==> src/rtl/core_ctrl_pkg.sv <==
// ---------------------------------------------------------------------------
// core_ctrl_pkg
//
// Shared definitions for the core_controller register bus.
//   - ctrl_state_e    : state encoding of the command-to-AXI master FSM
//   - REG_* / CTRL_*  : register map of the core_controller slave
//   - AXI_RESP_*      : AXI4-Lite response codes
//   - AXI_PROT_DEFAULT: protection attribute driven on AW/AR
//   - is_wait_state() : true for states that wait on a slave handshake
// ---------------------------------------------------------------------------
package core_ctrl_pkg;

    // Master FSM states
    typedef enum logic [2:0] {
        ST_IDLE  = 3'd0,
        ST_WADDR = 3'd1,
        ST_WRESP = 3'd2,
        ST_RADDR = 3'd3,
        ST_RDATA = 3'd4,
        ST_RESP  = 3'd5
    } ctrl_state_e;

    // core_controller register offsets (byte addresses)
    localparam logic [15:0] REG_CTRL     = 16'h0000;
    localparam logic [15:0] REG_MEM_ADDR = 16'h0004;
    localparam logic [15:0] REG_STAT     = 16'h0008;

    // Bit positions inside the CTRL register
    localparam int CTRL_RST_BIT  = 0;
    localparam int CTRL_EXEC_BIT = 1;

    // AXI response codes
    localparam logic [1:0] AXI_RESP_OKAY   = 2'b00;
    localparam logic [1:0] AXI_RESP_SLVERR = 2'b10;

    // Unprivileged, secure, data access
    localparam logic [2:0] AXI_PROT_DEFAULT = 3'b000;

    // States in which the master is blocked on the slave and the
    // wait timer is running.
    function automatic logic is_wait_state(input ctrl_state_e s);
        logic result;
        case (s)
            ST_WADDR, ST_WRESP, ST_RADDR, ST_RDATA: result = 1'b1;
            default:                                result = 1'b0;
        endcase
        return result;
    endfunction

endpackage

==> src/rtl/axi_wait_timer.sv <==
// ---------------------------------------------------------------------------
// axi_wait_timer
//
// Saturating counter of consecutive stall cycles inside one bus-wait state,
// with a sticky flag that rises once the count reaches C_TIMEOUT.
//
// Ports:
//   clk     in  clock, rising edge
//   rst     in  asynchronous active-high reset
//   clear   in  restart the count (entry into a new wait state)
//   stall   in  this cycle is spent waiting without leaving the state
//   timeout out sticky flag, cleared only by reset
// ---------------------------------------------------------------------------
module axi_wait_timer #(
    parameter int C_TIMEOUT = 1024
) (
    input  logic clk,
    input  logic rst,
    input  logic clear,
    input  logic stall,
    output logic timeout
);

    localparam int CW = $clog2(C_TIMEOUT + 1);
    localparam logic [CW-1:0] LIMIT = CW'(C_TIMEOUT);

    logic [CW-1:0] count_q, count_d;
    logic          timeout_q, timeout_d;

    // Next count: restart on entry, count stalls, hold once saturated.
    // The flag is set in the same update that brings the count to the
    // limit, so it becomes visible in the cycle after the limit is reached.
    always_comb begin
        count_d   = count_q;
        timeout_d = timeout_q;
        if (clear) begin
            count_d = '0;
        end else if (stall && (count_q != LIMIT)) begin
            count_d = count_q + 1'b1;
        end
        if (count_d == LIMIT) begin
            timeout_d = 1'b1;
        end
    end

    // Counter and sticky flag registers
    always_ff @(posedge clk or posedge rst) begin
        if (rst) begin
            count_q   <= '0;
            timeout_q <= 1'b0;
        end else begin
            count_q   <= count_d;
            timeout_q <= timeout_d;
        end
    end

    assign timeout = timeout_q;

endmodule

==> src/rtl/core_controller_master.sv <==
// ---------------------------------------------------------------------------
// core_controller_master
//
// AXI4-Lite master turning a one-outstanding command/response interface into
// single-beat AXI4-Lite reads and writes toward core_controller. Every bus
// wait is watched by axi_wait_timer; a hung slave raises the sticky TIMEOUT
// flag without aborting the transaction.
//
// Ports:
//   M_AXI_ACLK / M_AXI_ARST  clock / async active-high reset
//   CMD_*                    command in (VALID/READY, WRITE, ADDR, WDATA, WSTRB)
//   RSP_*                    response out (VALID/READY, RDATA, RESP)
//   TIMEOUT                  sticky wait-timeout flag
//   M_AXI_AW*/W*/B*/AR*/R*   AXI4-Lite master channels
// All outputs are registered except CMD_READY, decoded from state.
// ---------------------------------------------------------------------------
module core_controller_master
    import core_ctrl_pkg::*;
#(
    parameter int C_M_AXI_DATA_WIDTH = 32,
    parameter int C_M_AXI_ADDR_WIDTH = 16,
    parameter int C_TIMEOUT          = 1024
) (
    input  logic                              M_AXI_ACLK,
    input  logic                              M_AXI_ARST,

    input  logic                              CMD_VALID,
    output logic                              CMD_READY,
    input  logic                              CMD_WRITE,
    input  logic [C_M_AXI_ADDR_WIDTH-1:0]     CMD_ADDR,
    input  logic [C_M_AXI_DATA_WIDTH-1:0]     CMD_WDATA,
    input  logic [C_M_AXI_DATA_WIDTH/8-1:0]   CMD_WSTRB,

    output logic                              RSP_VALID,
    input  logic                              RSP_READY,
    output logic [C_M_AXI_DATA_WIDTH-1:0]     RSP_RDATA,
    output logic [1:0]                        RSP_RESP,

    output logic                              TIMEOUT,

    output logic [C_M_AXI_ADDR_WIDTH-1:0]     M_AXI_AWADDR,
    output logic [2:0]                        M_AXI_AWPROT,
    output logic                              M_AXI_AWVALID,
    input  logic                              M_AXI_AWREADY,

    output logic [C_M_AXI_DATA_WIDTH-1:0]     M_AXI_WDATA,
    output logic [C_M_AXI_DATA_WIDTH/8-1:0]   M_AXI_WSTRB,
    output logic                              M_AXI_WVALID,
    input  logic                              M_AXI_WREADY,

    input  logic [1:0]                        M_AXI_BRESP,
    input  logic                              M_AXI_BVALID,
    output logic                              M_AXI_BREADY,

    output logic [C_M_AXI_ADDR_WIDTH-1:0]     M_AXI_ARADDR,
    output logic [2:0]                        M_AXI_ARPROT,
    output logic                              M_AXI_ARVALID,
    input  logic                              M_AXI_ARREADY,

    input  logic [C_M_AXI_DATA_WIDTH-1:0]     M_AXI_RDATA,
    input  logic [1:0]                        M_AXI_RRESP,
    input  logic                              M_AXI_RVALID,
    output logic                              M_AXI_RREADY
);

    localparam int AW = C_M_AXI_ADDR_WIDTH;
    localparam int DW = C_M_AXI_DATA_WIDTH;
    localparam int SW = C_M_AXI_DATA_WIDTH / 8;

    ctrl_state_e   state_q, state_d;

    logic [AW-1:0] awaddr_q, awaddr_d;
    logic [DW-1:0] wdata_q, wdata_d;
    logic [SW-1:0] wstrb_q, wstrb_d;
    logic [AW-1:0] araddr_q, araddr_d;

    logic          awvalid_q, awvalid_d;
    logic          wvalid_q, wvalid_d;
    logic          bready_q, bready_d;
    logic          arvalid_q, arvalid_d;
    logic          rready_q, rready_d;

    logic          rsp_valid_q, rsp_valid_d;
    logic [DW-1:0] rsp_rdata_q, rsp_rdata_d;
    logic [1:0]    rsp_resp_q, rsp_resp_d;

    logic          aw_done, w_done;
    logic          timer_clear, timer_stall, timeout_flag;

    // AW and W finish independently; a channel whose VALID has already
    // dropped counts as finished.
    assign aw_done = !awvalid_q || M_AXI_AWREADY;
    assign w_done  = !wvalid_q  || M_AXI_WREADY;

    // Next-state and next-output logic. Every registered output holds its
    // value by default, so a VALID and its payload stay put until the
    // matching handshake, regardless of the timeout flag.
    always_comb begin
        state_d     = state_q;
        awaddr_d    = awaddr_q;
        wdata_d     = wdata_q;
        wstrb_d     = wstrb_q;
        araddr_d    = araddr_q;
        awvalid_d   = awvalid_q;
        wvalid_d    = wvalid_q;
        bready_d    = bready_q;
        arvalid_d   = arvalid_q;
        rready_d    = rready_q;
        rsp_valid_d = rsp_valid_q;
        rsp_rdata_d = rsp_rdata_q;
        rsp_resp_d  = rsp_resp_q;

        case (state_q)
            ST_IDLE: begin
                if (CMD_VALID) begin
                    if (CMD_WRITE) begin
                        awaddr_d  = CMD_ADDR;
                        wdata_d   = CMD_WDATA;
                        wstrb_d   = CMD_WSTRB;
                        awvalid_d = 1'b1;
                        wvalid_d  = 1'b1;
                        state_d   = ST_WADDR;
                    end else begin
                        araddr_d  = CMD_ADDR;
                        arvalid_d = 1'b1;
                        state_d   = ST_RADDR;
                    end
                end
            end

            ST_WADDR: begin
                if (awvalid_q && M_AXI_AWREADY) begin
                    awvalid_d = 1'b0;
                end
                if (wvalid_q && M_AXI_WREADY) begin
                    wvalid_d = 1'b0;
                end
                if (aw_done && w_done) begin
                    bready_d = 1'b1;
                    state_d  = ST_WRESP;
                end
            end

            ST_WRESP: begin
                if (M_AXI_BVALID) begin
                    bready_d    = 1'b0;
                    rsp_valid_d = 1'b1;
                    rsp_rdata_d = '0;
                    rsp_resp_d  = M_AXI_BRESP;
                    state_d     = ST_RESP;
                end
            end

            ST_RADDR: begin
                if (M_AXI_ARREADY) begin
                    arvalid_d = 1'b0;
                    rready_d  = 1'b1;
                    state_d   = ST_RDATA;
                end
            end

            ST_RDATA: begin
                if (M_AXI_RVALID) begin
                    rready_d    = 1'b0;
                    rsp_valid_d = 1'b1;
                    rsp_rdata_d = M_AXI_RDATA;
                    rsp_resp_d  = M_AXI_RRESP;
                    state_d     = ST_RESP;
                end
            end

            ST_RESP: begin
                if (RSP_READY) begin
                    rsp_valid_d = 1'b0;
                    state_d     = ST_IDLE;
                end
            end

            default: begin
                state_d = ST_IDLE;
            end
        endcase
    end

    // State and registered outputs; reset drops every VALID/READY at once
    // and discards any command in flight.
    always_ff @(posedge M_AXI_ACLK or posedge M_AXI_ARST) begin
        if (M_AXI_ARST) begin
            state_q     <= ST_IDLE;
            awaddr_q    <= '0;
            wdata_q     <= '0;
            wstrb_q     <= '0;
            araddr_q    <= '0;
            awvalid_q   <= 1'b0;
            wvalid_q    <= 1'b0;
            bready_q    <= 1'b0;
            arvalid_q   <= 1'b0;
            rready_q    <= 1'b0;
            rsp_valid_q <= 1'b0;
            rsp_rdata_q <= '0;
            rsp_resp_q  <= AXI_RESP_OKAY;
        end else begin
            state_q     <= state_d;
            awaddr_q    <= awaddr_d;
            wdata_q     <= wdata_d;
            wstrb_q     <= wstrb_d;
            araddr_q    <= araddr_d;
            awvalid_q   <= awvalid_d;
            wvalid_q    <= wvalid_d;
            bready_q    <= bready_d;
            arvalid_q   <= arvalid_d;
            rready_q    <= rready_d;
            rsp_valid_q <= rsp_valid_d;
            rsp_rdata_q <= rsp_rdata_d;
            rsp_resp_q  <= rsp_resp_d;
        end
    end

    // The timer restarts whenever a new wait state is entered and counts
    // only cycles in which the current wait state is not left.
    assign timer_clear = (state_d != state_q) && is_wait_state(state_d);
    assign timer_stall = is_wait_state(state_q) && (state_d == state_q);

    axi_wait_timer #(
        .C_TIMEOUT (C_TIMEOUT)
    ) u_wait_timer (
        .clk     (M_AXI_ACLK),
        .rst     (M_AXI_ARST),
        .clear   (timer_clear),
        .stall   (timer_stall),
        .timeout (timeout_flag)
    );

    // Ready for a command only in IDLE and never while reset is held
    assign CMD_READY     = (state_q == ST_IDLE) && !M_AXI_ARST;

    assign RSP_VALID     = rsp_valid_q;
    assign RSP_RDATA     = rsp_rdata_q;
    assign RSP_RESP      = rsp_resp_q;
    assign TIMEOUT       = timeout_flag;

    assign M_AXI_AWADDR  = awaddr_q;
    assign M_AXI_AWPROT  = AXI_PROT_DEFAULT;
    assign M_AXI_AWVALID = awvalid_q;
    assign M_AXI_WDATA   = wdata_q;
    assign M_AXI_WSTRB   = wstrb_q;
    assign M_AXI_WVALID  = wvalid_q;
    assign M_AXI_BREADY  = bready_q;
    assign M_AXI_ARADDR  = araddr_q;
    assign M_AXI_ARPROT  = AXI_PROT_DEFAULT;
    assign M_AXI_ARVALID = arvalid_q;
    assign M_AXI_RREADY  = rready_q;

endmodule
==> config.mk <==
export PLATFORM = sky130hd
export DESIGN_NAME = core_controller_master
export DESIGN_NICKNAME = d
export VERILOG_FILES = /design/src/rtl/core_ctrl_pkg.sv /design/src/rtl/axi_wait_timer.sv /design/src/rtl/core_controller_master.sv
export SDC_FILE = /design/constraint.sdc
export NUM_CORES = 1
export LEC_CHECK = 0
export CORE_ASPECT_RATIO = 1.2
export CORE_MARGIN = 3
export CORE_UTILIZATION = 48
export CTS_BUF_LIST = sky130_fd_sc_hd__clkbuf_2 sky130_fd_sc_hd__clkbuf_4 sky130_fd_sc_hd__clkbuf_8
export DETAILED_ROUTE_END_ITERATION = 6
export GPL_TIMING_DRIVEN = 0
export PLACE_DENSITY = 0.88
export RECOVER_POWER = 50
export SLEW_MARGIN = 20
export SYNTH_ARGS = -nofsm -noshare
export SYNTH_HDL_FRONTEND = slang
export SYNTH_SLANG_ARGS = --single-unit
==> constraint.sdc <==
create_clock -name M_AXI_ACLK -period 7.3 [get_ports M_AXI_ACLK]
set_clock_uncertainty 0.05 [all_clocks]
set_input_delay 1.095 -clock M_AXI_ACLK [delete_from_list [all_inputs] [get_ports M_AXI_ACLK]]
set_output_delay 1.095 -clock M_AXI_ACLK [all_outputs]
set_load 0.01 [all_outputs]
==> run metrics, run 1 <==
Tcrit/Tclk final 49.13%; Least-Margin Pin Slew 2324 ps; multi-input logic area 2009 sq um; antenna violations before repair 0; combinational share of power 44.7%; Synth Instances 452; vias per std cell 5.182; DPL Wire Length 10750 um; wire per inst 17.28 um; crit-path max FO 2; Fmax achieved 278.8 MHz; Synth Area per Inst 11.64 sq um; RePlAce Congestion 0.8710; Max Cap Viol 1; layout net count 784; CTS sink count 123; Synth async-reset ratio 100.0%; setup tns final 0 ps; layout cells sized above 1 17.93%; clock-pin slew on the worst setup and hold paths 70 ps; Setup crit end kind output port; Storage cell area 3078 sq um; 1st-pass router iterations 4; Hold Violations, Final 0; sw frac 33.04%; Synth Register Bits 123; Die W 101.6 um; worst vdd ir 0.2450 mV; clk root buf clkbuf_8; maximum clock path buffer count 2; Internal Power 2.091 mW; number of distinct library cells after synthesis 52; number of setup buffers added after CTS 0; core footprint 10620 sq um; number of diodes 0; first-pass GRT wire length 22630 um; violated checks capacitance limit, slew limit; starting density of the core 49.53%; Area growth, synth to finish 50.76%; Residual DRC 0; CTS Hold Bufs 0; Crit path arrival time 2440 ps; Synth Warn # 0; PwrDens 393.8 nW/um^2; CP required 6150 ps; NetSw 1.032 mW; ys flop type dfrtp_1; Die Area 12260 sq um; leakage power 3.382 nW; Hold/Removal Path Class register to register; max_slew headroom -55.82%; worst setup path category input port to output port; sequential cell area fraction in the yosys report 58.52%; Reg power frac 36.2%; CTS Buf Count 17; status finished, violations left; post-CTS sizing 0; drt initial violations 129; H-tree lvl count 4; FILL cells 705; Setup violations, final 0; clock share of power 19.1%; clock latency on the worst-skew pair 430 ps; Die Ht 120.7 um; setup ws final 3713 ps; CTS tree built; antenna violation net count after detailed routing 0; pre-CTS WS 3792 ps; GRT overflow 0; Tot GR Track Use 24.17%; Tmin final 3587 ps; largest net degree at the start of global routing 74; final wirelength 14270 um; Worst Hold Margin 421.9 ps; number of synthesized flops with an enable pin 0; mapped cell area 5260 sq um; CP Launch Type input port; fin. max-slew vios 51; number of top-level pins 214; DR vias 4280; PortBufs 207; RSZ-0062 raised after global routing false; number of global-route vias before repair 4492; row count 41; Total Power 3.123 mW
## logic make-up after synthesis
logic type,after synthesis,synth area share (%)
simple gates,138,12.20
flops,123,58.52
mux,73,15.60
compound gates,66,8.040
buf+inv,39,3.425
xor+xnor,10,1.665
fa+ha+maj,2,0.4757
other cells,1,0.07129
## state kept, by name (all words and copies together), names as in the netlist, 2 cells and up
| register | flops |
|---|---|
| M_AXI_WSTRB | 4 |
| M_AXI_AWADDR | 16 |
| state_q | 3 |
| M_AXI_ARADDR | 16 |
| M_AXI_WDATA | 32 |
| RSP_RESP | 2 |
| RSP_RDATA | 32 |
| u_wait_timer.count_q | 11 |
## synthesized netlist by cell type (2+ instances only)
| cell | number | area share [%] |
|---|---|---|
| nand2b_1 | 3 | 0.36 |
| nand2_1 | 85 | 6.1 |
| inv_1 | 9 | 0.64 |
| nor3_1 | 5 | 0.48 |
| o21ai_0 | 40 | 3.8 |
| nand3_1 | 5 | 0.48 |
| nor2_1 | 14 | 1.0 |
| nand3b_1 | 2 | 0.29 |
| buf_4 | 8 | 1.1 |
| mux2i_1 | 4 | 0.76 |
| nor2b_1 | 7 | 0.83 |
| a21oi_1 | 8 | 0.76 |
| xnor2_1 | 9 | 1.5 |
| mux2_2 | 68 | 15 |
| nor4_1 | 3 | 0.36 |
| clkbuf_1 | 17 | 1.2 |
| or3_1 | 3 | 0.36 |
| o21a_1 | 2 | 0.29 |
| dfrtp_1 | 123 | 59 |
| buf_2 | 3 | 0.29 |
| and2_1 | 2 | 0.24 |
| ha_1 | 2 | 0.48 |
## layout by cell type, fill, tap and decap left out, types with 2 or more instances in the layout
cell type,instances
a21oi_1,8
buf_2,2
buf_4,8
bufinv_16,2
clkbuf_1,18
clkbuf_8,20
clkdlybuf4s50_1,183
clkinv_2,4
clkinvlp_4,4
conb_1,6
dfrtp_1,123
dlygate4sd3_1,24
ha_1,2
inv_1,8
mux2_2,68
mux2i_1,4
nand2_1,85
nand2b_1,3
nand3_1,5
nand3b_1,2
nor2_1,14
nor2b_1,7
nor3_1,5
nor4_1,3
o21a_1,2
o21ai_0,40
or3_1,3
xnor2_1,9
## worst paths after layout
path	start	endpoint	slack, ps	cells after the start
max in group asynchronous	M_AXI_ARST	M_AXI_WDATA[30]	4370	3
hold / removal	u_wait_timer.timeout	u_wait_timer.timeout	420	2
min in group asynchronous	M_AXI_ARST	M_AXI_WDATA[7]	1730	2
setup reg to reg	state_q[0]	u_wait_timer.timeout	5020	8
setup / recovery	M_AXI_ARST	CMD_READY	3710	3
hold reg to reg	u_wait_timer.timeout	u_wait_timer.timeout	420	2
## through the flow
step | util (%) | cells | instance area [sq um]
floorplan | - | 457 | 5279
global placement | 70.74 | 793 | 7512
detailed placement | 71.05 | 794 | 7545
CTS | 74.83 | 826 | 7946
global route | 74.68 | 826 | 7930
finish | 74.68 | 826 | 7930
## power by group through the flow
stage	registers (mW)	clock network, mW	logic [mW]
after global routing	1.16	0.640	1.50
after global placement	1.12	0	1.38
final	1.13	0.596	1.40
after CTS	1.13	0.607	1.44
after detailed placement	1.14	0	1.43
after floorplan	1.25	0	0.522
## critical path, stage by stage
cell and delay (ps):
dlygate4sd3_1 560, nor4_1 180, clkdlybuf4s50_1 600
## layout make-up
cell class              count  area share (%)
plain buffers              29           1.783
repair buffers            208           26.48
clock inverters            11           1.499
clock buffers              21           3.566
multi-input cells         295           25.34
inverters                  10          0.4891
flip-flops and latches    123           38.81
well taps                 129           2.035
## layer usage
metal	global-route usage (%)	share of wire, %	wire, um
met5	0	0	0
met2	42.43	53	7561
met4	10.97	3.2	463
met1	26.67	37	5319
met3	6.924	6.5	929
Power figures use the tool's default switching activity.
==> inputs of run 2 (changes only) <==
--- a/config.mk
+++ b/config.mk
@@ -7,11 +7,11 @@
 export LEC_CHECK = 0
 export CORE_ASPECT_RATIO = 1.2
 export CORE_MARGIN = 3
-export CORE_UTILIZATION = 48
+export CORE_UTILIZATION = 45
 export CTS_BUF_LIST = sky130_fd_sc_hd__clkbuf_2 sky130_fd_sc_hd__clkbuf_4 sky130_fd_sc_hd__clkbuf_8
 export DETAILED_ROUTE_END_ITERATION = 6
 export GPL_TIMING_DRIVEN = 0
-export PLACE_DENSITY = 0.88
+export PLACE_DENSITY = 0.83
 export RECOVER_POWER = 50
 export SLEW_MARGIN = 20
 export SYNTH_ARGS = -nofsm -noshare
==> constraint.sdc (replaced) <==
create_clock -name M_AXI_ACLK -period 3.4 [get_ports M_AXI_ACLK]
set_clock_uncertainty 0.05 [all_clocks]
set_input_delay 0.51 -clock M_AXI_ACLK [delete_from_list [all_inputs] [get_ports M_AXI_ACLK]]
set_output_delay 0.51 -clock M_AXI_ACLK [all_outputs]
set_load 0.01 [all_outputs]
==> run 2 against run 1 <==
Against the previous run:
- the flow now finishes without violations
- worst hold slack improved by 3.1 ps
- global-route usage decreased by 1.9 points
- clock-buffer cell count decreased by 2
- final cell count increased by 3.3%
- routed wire length decreased by 2.3%
- setup slack got worse by 3000 ps
- design area increased by 1.4%
- via count decreased by 0.49%
- sequential power increased by 110%
==> run metrics, run 2 (same netlist as run 1, synthesis figures left out) <==
Tot GR Track Use 22.29% (-1.9 points); largest net degree at the start of global routing 36 (-51%); Crit path arrival time 2150 ps (-290 ps); row count 42 (+2.4%); maximum clock path buffer count 2 (unchanged); number of global-route vias before repair 4609 (+2.6%); CP required 2840 ps (-3310 ps); number of setup buffers added after CTS 0 (unchanged); DR vias 4259 (-0.49%); H-tree lvl count 4 (unchanged); crit-path max FO 10 (+8); Setup crit end kind output port; Die Area 13030 sq um (+6.3%); worst r2r path cells 8 (unchanged); final wirelength 13940 um (-2.3%); first-pass GRT wire length 23290 um (+2.9%); Hold/Removal Path Class register to register; CP endpoint CMD_READY; DPL Wire Length 10620 um (-1.3%); FILL cells 808 (+15%); clk root buf clkbuf_8; setup tns final 0 ps (unchanged); number of top-level pins 214 (unchanged); Area growth, synth to finish 52.88%; pre-CTS WS 745.3 ps (-3047 ps); Die Ht 124.4 um (+3.1%); RSZ-0062 raised after global routing false; post-CTS sizing 0 (unchanged); leakage power 3.464 nW (+2.4%); fin. max-slew vios 0 (-100%); Least-Margin Pin Slew 1370 ps (-954.6 ps); combinational share of power 43.0% (-1.7 points); CTS tree built; Tmin final 2715 ps; number of diodes 0 (unchanged); clock latency on the worst-skew pair 430 ps (about the same); GRT overflow 0 (unchanged); worst reg-to-reg setup slack 1090 ps (-3930 ps); Reg power frac 35.1% (-1.1 points); clock-pin slew on the worst setup and hold paths 70 ps (about the same); 1st-pass router iterations 4 (unchanged); Fmax achieved 368.3 MHz; starting density of the core 46.77% (-2.8 points); most common cell after layout, fill and taps aside clkdlybuf4s50_1; r2r endpoint u_wait_timer.timeout; CTS Buf Count 17 (unchanged); clock share of power 22.0% (+2.9 points); layout cells sized above 1 18.17% (+0.23 points); Worst path max stage delay 620 ps (+20 ps); Design Area, Final 8041 sq um (+1.4%); layout net count 786 (+0.26%); most frequent cells in the layout clkdlybuf4s50_1 (160), dfrtp_1 (123), nand2_1 (85); antenna violation net count after detailed routing 0 (unchanged); Setup violations, final 0 (unchanged); crit path cell chain buf_4 > clkbuf_1 > nor4_1 > clkdlybuf4s50_1; Die W 104.7 um (+3.1%); wire per inst 16.35 um (-5.4%); PwrDens 851.8 nW/um^2 (+120%); Layout Utilization 71.51% (-3.2 points); sw frac 32.27% (-0.77 points); Residual DRC 0 (unchanged); PortBufs 207 (unchanged); Tcrit/Tclk final 79.85%; worst setup path category register to output port; dpl cell area 7607 sq um (+0.83%); antenna violations before repair 0 (unchanged); Worst R2R Start state_q[0]; RePlAce Congestion 0.8533 (-2.0%); Finished Layout Cells 853 (+3.3%); Worst Setup SP state_q[0]; CP Launch Type register; drt initial violations 201 (+56%); core footprint 11250 sq um (+5.9%); NetSw 2.210 mW (+110%); CTS Hold Bufs 0 (unchanged); worst vdd ir 0.5487 mV (+120%); max_slew headroom 8.173% (+64 points); Placed Cells 821 (+3.4%); Hold Violations, Final 0 (unchanged); Max Cap Viol 0 (-1); CP max stage cell clkdlybuf4s50_1; vias per std cell 4.993 (-3.6%); status completed; setup ws final 685.1 ps (-3028 ps); Internal Power 4.640 mW (+120%); CTS sink count 123 (unchanged)
-- run 2: layout make-up --
class                   count  area (sq um)  area share [%]
multi-input cells         295          2021           25.13
inverters                  10         38.79          0.4823
repair buffers            210          2102           26.14
well taps                 154         192.7           2.396
flip-flops and latches    123          3078           38.28
plain buffers              29         140.1           1.743
clock inverters            13         214.0           2.661
clock buffers              19         255.2           3.174
-- run 2: metal layers --
layer / track usage [%] / share of wire (%) / wire [um] / vias to the layer above
met3: 6.221 / 6.4 / 886 / 26
met1: 24.31 / 37 / 5130 / 2075
li1: - / - / - / 2000
met2: 40.72 / 55 / 7612 / 158
met4: 8.571 / 2.3 / 315 / 0
met5: 0 / 0 / 0 / -
-- run 2: per-stage QoR --
step	hold slack (ps)	power [mW]
final	425.0	6.850
after global routing	458.6	7.252
after CTS	437.0	7.028
after detailed placement	411.4	5.495
after global placement	410.8	5.359
after floorplan	452.1	3.812
-- run 2: critical path, delay by kind of cell (launching register included) --
kind	cells	cell delay, ps
buffers and inverters	3	1010
and+or+nand+nor	1	350
DFF	1	370
-- run 2: worst min path at each step --
stage	start	to	slack, ps	cells after the start
after floorplan	u_wait_timer.timeout	u_wait_timer.timeout	450	2
after global routing	RSP_RDATA[20]	RSP_RDATA[20]	460	2
final	u_wait_timer.timeout	u_wait_timer.timeout	420	2
after detailed placement	u_wait_timer.timeout	u_wait_timer.timeout	410	2
after CTS	RSP_RDATA[25]	RSP_RDATA[25]	440	2
after global placement	u_wait_timer.timeout	u_wait_timer.timeout	410	2
-- run 2: power by group through the flow --
| stage | Combinational, mW | Sequential (mW) | Clock, mW |
|---|---|---|---|
| 2_1_floorplan | 1.12 | 2.69 | 0 |
| 3_3_place_gp | 2.97 | 2.39 | 0 |
| 3_5_place_dp | 3.06 | 2.44 | 0 |
| 4_1_cts | 3.08 | 2.42 | 1.53 |
| 5_1_grt | 3.17 | 2.48 | 1.60 |
| 6_report | 2.94 | 2.40 | 1.50 |
==> inputs of run 3 (changes only) <==
--- a/config.mk
+++ b/config.mk
@@ -7,11 +7,11 @@
 export LEC_CHECK = 0
 export CORE_ASPECT_RATIO = 1.2
 export CORE_MARGIN = 3
-export CORE_UTILIZATION = 45
+export CORE_UTILIZATION = 40
 export CTS_BUF_LIST = sky130_fd_sc_hd__clkbuf_2 sky130_fd_sc_hd__clkbuf_4 sky130_fd_sc_hd__clkbuf_8
 export DETAILED_ROUTE_END_ITERATION = 6
 export GPL_TIMING_DRIVEN = 0
-export PLACE_DENSITY = 0.83
+export PLACE_DENSITY = 0.78
 export RECOVER_POWER = 50
 export SLEW_MARGIN = 20
 export SYNTH_ARGS = -nofsm -noshare
==> constraint.sdc (replaced) <==
create_clock -name M_AXI_ACLK -period 2.3 [get_ports M_AXI_ACLK]
set_clock_uncertainty 0.05 [all_clocks]
set_input_delay 0.345 -clock M_AXI_ACLK [delete_from_list [all_inputs] [get_ports M_AXI_ACLK]]
set_output_delay 0.345 -clock M_AXI_ACLK [all_outputs]
set_load 0.01 [all_outputs]
==> run 3 against run 2 <==
Against the previous run:
- clock-buffer cell count down 2
- first-iteration DRC count up 5.5%
- worst hold slack worse by 17 ps
- sequential share of layout area up 0.19 points
- flip-flop and latch count unchanged
- design area down 0.48%
- combinational power up 47%
- setup slack worse by 580 ps
- global-route usage down 2.8 points
- register-to-register slack worse by 980 ps
- sequential power up 48%
- critical path depth up 3
- critical endpoint is now u_wait_timer.timeout
- largest cell class unchanged
- largest power group unchanged
==> run metrics, run 3 (same netlist as run 1, synthesis figures left out) <==
worst r2r path cells 7 (-1); Finished Layout Cells 863 (+1.2%); PwrDens 1236 nW/um^2 (+45%); Hold Violations, Final 0 (unchanged); clock latency on the worst-skew pair 440 ps (about the same); DPL Wire Length 10700 um (+0.81%); Max Cap Viol 0 (unchanged); row count 45 (+7.1%); CTS tree built; leakage power 3.456 nW (-0.24%); Tcrit/Tclk final 95.40%; layout cells sized above 1 19.46% (+1.3 points); most frequent cells in the layout clkdlybuf4s50_1 (155), dfrtp_1 (123), nand2_1 (84); starting density of the core 41.16% (-5.6 points); status completed; met1 usage 22.26% (-2.1 points); setup ws final 105.8 ps (-579.3 ps); Total Power 9.895 mW (+44%); layer with the highest usage met2; antenna violations before repair 0 (unchanged); dpl cell area 7655 sq um (+0.62%); clock-pin slew on the worst setup and hold paths 80 ps (about the same); worst reg-to-reg setup slack 110 ps (-980 ps); RePlAce Congestion 0.8876 (+4.0%); wire per inst 16.00 um (-2.1%); pre-CTS WS -145.5 ps (-890.8 ps); maximum clock path buffer count 2 (unchanged); Crit path arrival time 2480 ps (+330 ps); Placed Cells 832 (+1.3%); Worst Hold End RSP_RDATA[19]; RSZ-0062 raised after global routing false; largest net degree at the start of global routing 31 (-14%); Die W 110.7 um (+5.7%); final wirelength 13810 um (-0.95%); number of global-route vias before repair 4315 (-6.4%); H-tree lvl count 4 (unchanged); worst setup path category register to register; Tot GR Track Use 19.48% (-2.8 points); most common cell after layout, fill and taps aside clkdlybuf4s50_1; Tmin final 2194 ps; FILL cells 1046 (+29%); number of top-level pins 214 (unchanged); Residual DRC 0 (unchanged); Setup violations, final 0 (unchanged); worst vdd ir 0.6069 mV (+11%); Fmax achieved 455.8 MHz; first-pass GRT wire length 22480 um (-3.5%); grt met3 use 5.758% (-0.46 points); vias per std cell 4.838 (-3.1%); Setup crit end kind register; CTS sink count 123 (unchanged); WHS Path Cells 3 (+1); Die Ht 131.6 um (+5.8%); met2 GRT Util 33.27% (-7.5 points); PortBufs 207 (unchanged); Worst R2R Start state_q[2]; core footprint 12780 sq um (+14%); Die Area 14570 sq um (+12%); number of diodes 0 (unchanged); GRT overflow 0 (unchanged); Area growth, synth to finish 52.14%; 1st-pass router iterations 4 (unchanged); r2r endpoint u_wait_timer.timeout; drt initial violations 212 (+5.5%); Design Area, Final 8003 sq um (-0.48%); fin. max-slew vios 0 (unchanged); CP Launch Type register; crit-path max FO 10 (unchanged); CTS Buf Count 17 (unchanged); Hold/Removal Path Class input port to register; Hold Path Origin M_AXI_RDATA[19]; DR vias 4175 (-2.0%); CP required 2580 ps (-260 ps); max_slew headroom 26.27% (+18 points); clk root buf clkbuf_8; antenna violation net count after detailed routing 0 (unchanged); Least-Margin Pin Slew 1100 ps (-270.0 ps); layout net count 786 (unchanged)
run 3: changes by cell type in the layout (fill, tap and decap cells not counted), moves of 2 or more:
cell | before | now
clkbuf_1 | 19 | 13
clkbuf_2 | 2 | 8
clkdlybuf4s50_1 | 160 | 155
dlygate4sd3_1 | 47 | 51
buf_2 | 1 | 3
bufinv_16 | 5 | 3
inv_6 | 2 | 4
run 3: cell type report:
type	count	area (sq um)	share of cell area, %
Sequential cell	123	3078	38.46
Timing Repair Buffer	211	2087	26.08
Multi-Input combinational cell	295	2029	25.36
Clock buffer	17	234.0	2.924
Tap cell	164	205.2	2.564
Clock inverter	15	187.7	2.345
Buffer	28	142.6	1.782
Inverter	10	38.79	0.4847
run 3: metrics by stage:
stage / hold slack, ps / TNS [ps] / util (%)
after floorplan: 431.0 / 0 / -
after global placement: 398.7 / -96300 / 59.15
after detailed placement: 408.5 / -8054 / 59.89
after CTS: 325.9 / 0 / 63.18
after global routing: 387.6 / 0 / 62.61
final: 407.6 / 0 / 62.61
run 3: timing repair:
| item | CTS | global route |
|---|---|---|
| pin swaps | 0 | 0 |
| buffers inserted | 0 | 0 |
| hold buffers | 0 | 0 |
| endpoints found under the setup margin | 1 | 35 |
| gates resized for setup | 1 | 11 |
run 3: worst max path at each step:
| stage | start | to | slack, ps |
|---|---|---|---|
| global placement | M_AXI_ARST | RSP_RDATA[18] | -730 |
| detailed placement | CMD_VALID | M_AXI_WSTRB[3] | -150 |
| global route | state_q[2] | u_wait_timer.timeout | 6 |
| finish | state_q[2] | u_wait_timer.timeout | 110 |
| CTS | state_q[1] | RSP_RDATA[3] | 50 |
| floorplan | M_AXI_WVALID | u_wait_timer.timeout | 330 |
run 3: critical path: stages, from the launching register on:
cell      delay, ps
dfrtp_1         470
buf_2           270
mux2_4          320
nand2_2          80
nand3b_4         80
o32a_1          360
nand2b_4        160
o41ai_2         290
run 3: routing by layer:
metal,vias up,part of all wire (%)
met5,-,0
met4,0,3.0
met3,29,5.8
met2,129,53
met1,2018,38
li1,1999,-
run 3: power breakdown:
group          switching [mW]  leakage, nW  internal [mW]
logic                    1.89         1.70           2.42
clock network           0.934        0.209           1.09
registers               0.478         1.55           3.08
